`src/rtl/alu_share_arbiter_if.sv`:
```
// Bus bundle between the two requesters, the shared combinational ALU and
// the alu_share_arbiter sequencer.
interface alu_share_arbiter_if #(
    parameter int WIDTH = 4,
    parameter int OPW   = 3
);
    logic             req0;
    logic [OPW-1:0]   op0;
    logic [WIDTH-1:0] A0;
    logic [WIDTH-1:0] B0;
    logic             req1;
    logic [OPW-1:0]   op1;
    logic [WIDTH-1:0] A1;
    logic [WIDTH-1:0] B1;
    logic [OPW-1:0]   alu_op;
    logic [WIDTH-1:0] alu_A;
    logic [WIDTH-1:0] alu_B;
    logic [WIDTH-1:0] alu_result;
    logic             gnt0;
    logic             gnt1;
    logic             done0;
    logic             done1;
    logic [WIDTH-1:0] result;
    logic             busy;

    modport slave (
        input  req0, op0, A0, B0, req1, op1, A1, B1, alu_result,
        output alu_op, alu_A, alu_B, gnt0, gnt1, done0, done1, result, busy
    );

    modport master (
        output req0, op0, A0, B0, req1, op1, A1, B1, alu_result,
        input  alu_op, alu_A, alu_B, gnt0, gnt1, done0, done1, result, busy
    );
endinterface

```
`src/rtl/alu_share_arbiter.sv`:
```
// Round-robin arbiter/sequencer time-sharing one combinational ALU between two
// requesters: IDLE (arbitrate + latch) -> ISSUE (gnt) -> CAPTURE (done).
module alu_share_arbiter #(
    parameter int WIDTH = 4,
    parameter int OPW   = 3
) (
    input  logic                clk,
    input  logic                rst,
    alu_share_arbiter_if.slave  bus
);
    typedef enum logic [1:0] {
        S_IDLE    = 2'd0,
        S_ISSUE   = 2'd1,
        S_CAPTURE = 2'd2
    } state_t;

    state_t           r_state;
    state_t           w_next;
    logic             r_ptr;
    logic             r_sel;
    logic [OPW-1:0]   r_op;
    logic [WIDTH-1:0] r_a;
    logic [WIDTH-1:0] r_b;
    logic [WIDTH-1:0] r_result;
    logic             w_any;
    logic             w_win;

    always_ff @(posedge clk) begin
        if (rst) r_state <= S_IDLE;
        else     r_state <= w_next;
    end

    // Winner: pointer channel on contention, otherwise the lone requester.
    always_comb begin
        w_any  = bus.req0 | bus.req1;
        w_win  = (bus.req0 & bus.req1) ? r_ptr : bus.req1;
        w_next = r_state;
        case (r_state)
            S_IDLE:    if (w_any) w_next = S_ISSUE;
            S_ISSUE:   w_next = S_CAPTURE;
            S_CAPTURE: w_next = S_IDLE;
            default:   w_next = S_IDLE;
        endcase
    end

    always_comb begin
        bus.gnt0   = (r_state == S_ISSUE)   & ~r_sel;
        bus.gnt1   = (r_state == S_ISSUE)   &  r_sel;
        bus.done0  = (r_state == S_CAPTURE) & ~r_sel;
        bus.done1  = (r_state == S_CAPTURE) &  r_sel;
        bus.busy   = (r_state != S_IDLE);
        bus.alu_op = r_op;
        bus.alu_A  = r_a;
        bus.alu_B  = r_b;
        bus.result = r_result;
    end

    always_ff @(posedge clk) begin
        if (rst) begin
            r_ptr    <= 1'b0;
            r_sel    <= 1'b0;
            r_op     <= '0;
            r_a      <= '0;
            r_b      <= '0;
            r_result <= '0;
        end else begin
            if (r_state == S_IDLE && w_any) begin
                r_sel <= w_win;
                r_ptr <= ~w_win;
                r_op  <= w_win ? bus.op1 : bus.op0;
                r_a   <= w_win ? bus.A1  : bus.A0;
                r_b   <= w_win ? bus.B1  : bus.B0;
            end
            if (r_state == S_ISSUE)
                r_result <= bus.alu_result;
        end
    end
endmodule

```
`src/flat_wrapper.sv`:
```
// flat-port wrapper written by rule: the top's interface ports become plain ports
module alu_share_arbiter_flat 
#(
    parameter int WIDTH = 4,
    parameter int OPW   = 3
)
  (clk, rst, bus_req0, bus_op0, bus_A0, bus_B0, bus_req1, bus_op1, bus_A1, bus_B1, bus_alu_result, bus_alu_op, bus_alu_A, bus_alu_B, bus_gnt0, bus_gnt1, bus_done0, bus_done1, bus_result, bus_busy);
  alu_share_arbiter_if #(.WIDTH(WIDTH), .OPW(OPW)) bus_i ();
  input  logic clk;
  input  logic rst;
  input wire logic [$bits(bus_i.req0)-1:0] bus_req0;
  input wire logic [$bits(bus_i.op0)-1:0] bus_op0;
  input wire logic [$bits(bus_i.A0)-1:0] bus_A0;
  input wire logic [$bits(bus_i.B0)-1:0] bus_B0;
  input wire logic [$bits(bus_i.req1)-1:0] bus_req1;
  input wire logic [$bits(bus_i.op1)-1:0] bus_op1;
  input wire logic [$bits(bus_i.A1)-1:0] bus_A1;
  input wire logic [$bits(bus_i.B1)-1:0] bus_B1;
  input wire logic [$bits(bus_i.alu_result)-1:0] bus_alu_result;
  output wire logic [$bits(bus_i.alu_op)-1:0] bus_alu_op;
  output wire logic [$bits(bus_i.alu_A)-1:0] bus_alu_A;
  output wire logic [$bits(bus_i.alu_B)-1:0] bus_alu_B;
  output wire logic [$bits(bus_i.gnt0)-1:0] bus_gnt0;
  output wire logic [$bits(bus_i.gnt1)-1:0] bus_gnt1;
  output wire logic [$bits(bus_i.done0)-1:0] bus_done0;
  output wire logic [$bits(bus_i.done1)-1:0] bus_done1;
  output wire logic [$bits(bus_i.result)-1:0] bus_result;
  output wire logic [$bits(bus_i.busy)-1:0] bus_busy;
  assign bus_i.req0 = bus_req0;
  assign bus_i.op0 = bus_op0;
  assign bus_i.A0 = bus_A0;
  assign bus_i.B0 = bus_B0;
  assign bus_i.req1 = bus_req1;
  assign bus_i.op1 = bus_op1;
  assign bus_i.A1 = bus_A1;
  assign bus_i.B1 = bus_B1;
  assign bus_i.alu_result = bus_alu_result;
  assign bus_alu_op = bus_i.alu_op;
  assign bus_alu_A = bus_i.alu_A;
  assign bus_alu_B = bus_i.alu_B;
  assign bus_gnt0 = bus_i.gnt0;
  assign bus_gnt1 = bus_i.gnt1;
  assign bus_done0 = bus_i.done0;
  assign bus_done1 = bus_i.done1;
  assign bus_result = bus_i.result;
  assign bus_busy = bus_i.busy;
  alu_share_arbiter #(.WIDTH(WIDTH), .OPW(OPW)) u_core (.clk(clk), .rst(rst), .bus(bus_i));
endmodule
```
`config.mk`:
```
export PLATFORM = sky130hd
export DESIGN_NAME = alu_share_arbiter_flat
export DESIGN_NICKNAME = d
export VERILOG_FILES = /design/src/rtl/alu_share_arbiter_if.sv /design/src/rtl/alu_share_arbiter.sv /design/src/flat_wrapper.sv
export SDC_FILE = /design/constraint.sdc
export NUM_CORES = 1
export LEC_CHECK = 0
export BUFFER_PORTS_ARGS = -buffer_cell sky130_fd_sc_hd__buf_2
export CAP_MARGIN = 5
export CORE_ASPECT_RATIO = 1.1
export CORE_MARGIN = 3
export CORE_UTILIZATION = 43
export DETAILED_ROUTE_END_ITERATION = 6
export HOLD_SLACK_MARGIN = 0.03
export MAX_ROUTING_LAYER = met4
export PLACE_DENSITY = 0.77
export SYNTH_ARGS = -nofsm -noshare
export SYNTH_HDL_FRONTEND = slang
export SYNTH_SLANG_ARGS = --single-unit
```
`constraint.sdc`:
```
create_clock -name clk -period 1.5 [get_ports clk]
set_clock_uncertainty 0.15 [all_clocks]
set_input_delay 0.15 -clock clk [delete_from_list [all_inputs] [get_ports clk]]
set_output_delay 0.15 -clock clk [all_outputs]
set_load 0.02 [all_outputs]
```
==> results.sh <==
export IMPL_first_global_vias=1091
export IMPL_hold_violations=0
export IMPL_yosys_cell_types_count=22
export IMPL_num_fill_cells=159
export IMPL_yosys_top_cells_area="dfxtp_1, a311oi_2, a21oi_1"
export IMPL_setup_slack_ns=0.0588
export IMPL_cts_tree="built"
export IMPL_syn_to_final_growth_pct=58.7
export IMPL_ff_latch_area_um2=384
export IMPL_gp_congestion=0.718
export IMPL_port_buffers=49
export IMPL_die_w_um=50.8
export IMPL_clock_sinks=19
export IMPL_via_count=1088
export IMPL_synth_cell_area_um2=947
export IMPL_worst_pin_slew_ns=0.439
export IMPL_synth_seq_area_share=0.402
export IMPL_h_tree_depth=1
export IMPL_synth_nets=132
export IMPL_grt_usage=0.223
export IMPL_reg2reg_depth=3
export IMPL_rrSetupSlack_ns=0.14
export IMPL_fmax_mhz=694
export IMPL_maxSlewViolCount=0
export IMPL_synth_area_per_cell_um2=9.29
export IMPL_nNetsFinal=206
export IMPL_r2r_end="u_core.bus.alu_op[1]$_SDFFE_PP0P_"
export IMPL_min_path_type="input port to flip-flop"
export IMPL_wire_per_inst_um=14.2
export IMPL_antenna_left=0
export IMPL_crit_required_ns=1.53
export IMPL_core_area_um2=2040
export IMPL_numCtsBuffers=3
export IMPL_maxCapViolCount=0
export IMPL_antenna_found_initial=0
export IMPL_ioPinCount=50
export IMPL_fin_crit_sh=0.961
export IMPL_antenna_cells=0
export IMPL_endpoint_kind="flip-flop"
export IMPL_netlist_instances=102
export IMPL_leakage_nw=0.665
export IMPL_path_clk_slew_ns=0.11
export IMPL_grt_pass1_wl_mm=4.73
export IMPL_vias_per_cell=5.36
export IMPL_routed_wl_mm=2.89
export IMPL_status="finished clean"
export IMPL_multi_input_area_um2=502
export IMPL_worstPathArrival_ns=1.47
export IMPL_final_cell_mix="buf_2, dlygate4sd3_1, dfxtp_1, a21oi_1"
export IMPL_final_setup_viol_count=0
export IMPL_hold_path_cell_count=3
export IMPL_vdd_drop_max_mv=0.485
export IMPL_synth_top_area_share=0.402
export IMPL_pre_cts_ws_ns=0.172
export IMPL_total_power_mw=1.30
export IMPL_die_h_um=55.2
export IMPL_critPathKind="input port to flip-flop"
export IMPL_initial_core_util=0.464
export IMPL_hold_start="bus_req0"
export IMPL_grt_max_degree=20
export IMPL_rows=17
export IMPL_clk_path_buf_depth=2
export IMPL_yosysWarnings=0
export IMPL_yosysTopAreaCell="dfxtp_1"
export IMPL_cts_root_buf="clkbuf_4"
export IMPL_clock_latency_ns=0.30
export IMPL_power_density_nw_per_um2=862
export IMPL_crit_reg2reg_launch="u_core.r_ptr$_SDFFE_PP0P_"
export IMPL_relSlewSlack=0.707
export IMPL_drive_gt1_frac=0.434
export IMPL_min_to="u_core.r_state[0]$_SDFFE_PP0P_"
export IMPL_place_hpwl_mm=1.71
export IMPL_cp_max_fo=11
export IMPL_synth_seq_cells=19
export IMPL_drtPass1Iterations=4
export IMPL_finalCriticalPeriod_ns=1.44
export IMPL_layout_commonest_cell="buf_2"
export IMPL_start_kind="input port"
export IMPL_drt_iter0_markers=24
export IMPL_die_area_um2=2800
export IMPL_drc=0
export IMPL_grt_overflow=0
-- routing by layer --
| layer | GRT usage | vias to the layer above | wire length [um] |
|---|---|---|---|
| met5 | - | - | 0 |
| met4 | 0.0808 | 0 | 42 |
| met3 | 0.0350 | 5 | 169 |
| met2 | 0.384 | 51 | 1490 |
| met1 | 0.256 | 509 | 1180 |
| li1 | - | 523 | - |
-- worst max-delay path: stages --
cell	delay [ns]
dlygate4sd3_1	0.54
buf_2	0.20
clkinvlp_4	0.20
o21ai_0	0.26
a311oi_2	0.12
-- cells by family after synthesis --
kind of cell,after synthesis,synth area share
DFF,19,0.402
AOI/OAI and AO/OA,37,0.309
buffers and inverters,13,0.0819
and+or+nand+nor,29,0.165
muxes,4,0.0423
-- worst max path at each step --
stage / from / endpoint / slack [ns] / depth (start not counted)
detailed placement: u_core.r_ptr$_SDFFE_PP0P_ / u_core.bus.alu_op[0]$_SDFFE_PP0P_ / 0.17 / 3
global placement: u_core.r_ptr$_SDFFE_PP0P_ / u_core.bus.alu_A[0]$_SDFFE_PP0P_ / 0.21 / 3
floorplan: u_core.r_state[1]$_SDFFE_PP0P_ / u_core.bus.alu_A[0]$_SDFFE_PP0P_ / 0.24 / 5
finish: bus_req1 / u_core.bus.alu_A[0]$_SDFFE_PP0P_ / 0.06 / 5
global route: bus_req1 / u_core.bus.alu_op[1]$_SDFFE_PP0P_ / -0.01 / 5
CTS: bus_req1 / u_core.bus.alu_A[1]$_SDFFE_PP0P_ / 0.02 / 5
-- through the flow --
step           cell area (um^2)   util  hold slack [ns]  setup TNS, ns  std cells
5_1_grt                    1500  0.736           0.0681        -0.0139        203
3_3_place_gp               1180  0.580            0.237              0        172
6_report                   1500  0.736           0.0617              0        203
2_1_floorplan               947      -            0.144              0        102
3_5_place_dp               1180  0.580            0.244              0        172
4_1_cts                    1490  0.729           0.0423              0        203
-- cells in the mapped netlist (all sizes together) --
master	instances
nor3	1
o21ai	12
nand2b	2
dfxtp	19
nor2	10
or2	1
nand3	12
a311oi	12
a21oi	13
mux2i	4
inv	3
and2b	1
buf	9
nor3b	2
clkbuf	1
-- repair_timing --
item | 4_1_cts | 5_1_grt
hold buffers | 27 | 0
pin swaps | 0 | 0
buffers inserted | 0 | 0
endpoints found under the setup margin | 2 | 15
endpoints found under the hold margin | 16 | 0
resized for setup | 3 | 6
-- area by class of cell --
cell class                      count  area share
Timing Repair Buffer               79       0.360
Clock buffer                        4      0.0175
Inverter                            3     0.00999
Sequential cell                    19       0.256
Tap cell                           28      0.0233
Multi-Input combinational cell     70       0.334
-- sequential cells by signal, indices dropped and copies added (netlist names) --
| signal | cells |
|---|---|
| u_core.r_ptr | 1 |
| u_core.r_state | 2 |
| u_core.bus.alu_A | 4 |
| u_core.bus.alu_op | 3 |
| u_core.bus.result | 4 |
| u_core.r_sel | 1 |
| u_core.bus.alu_B | 4 |
-- power breakdown --
group / internal [mW] / total (mW) / switching (mW)
Sequential: 0.557 / 0.588 / 0.0315
Clock: 0.104 / 0.269 / 0.165
Combinational: 0.199 / 0.439 / 0.240
Note: power is estimated with default switching activity, not from simulation.
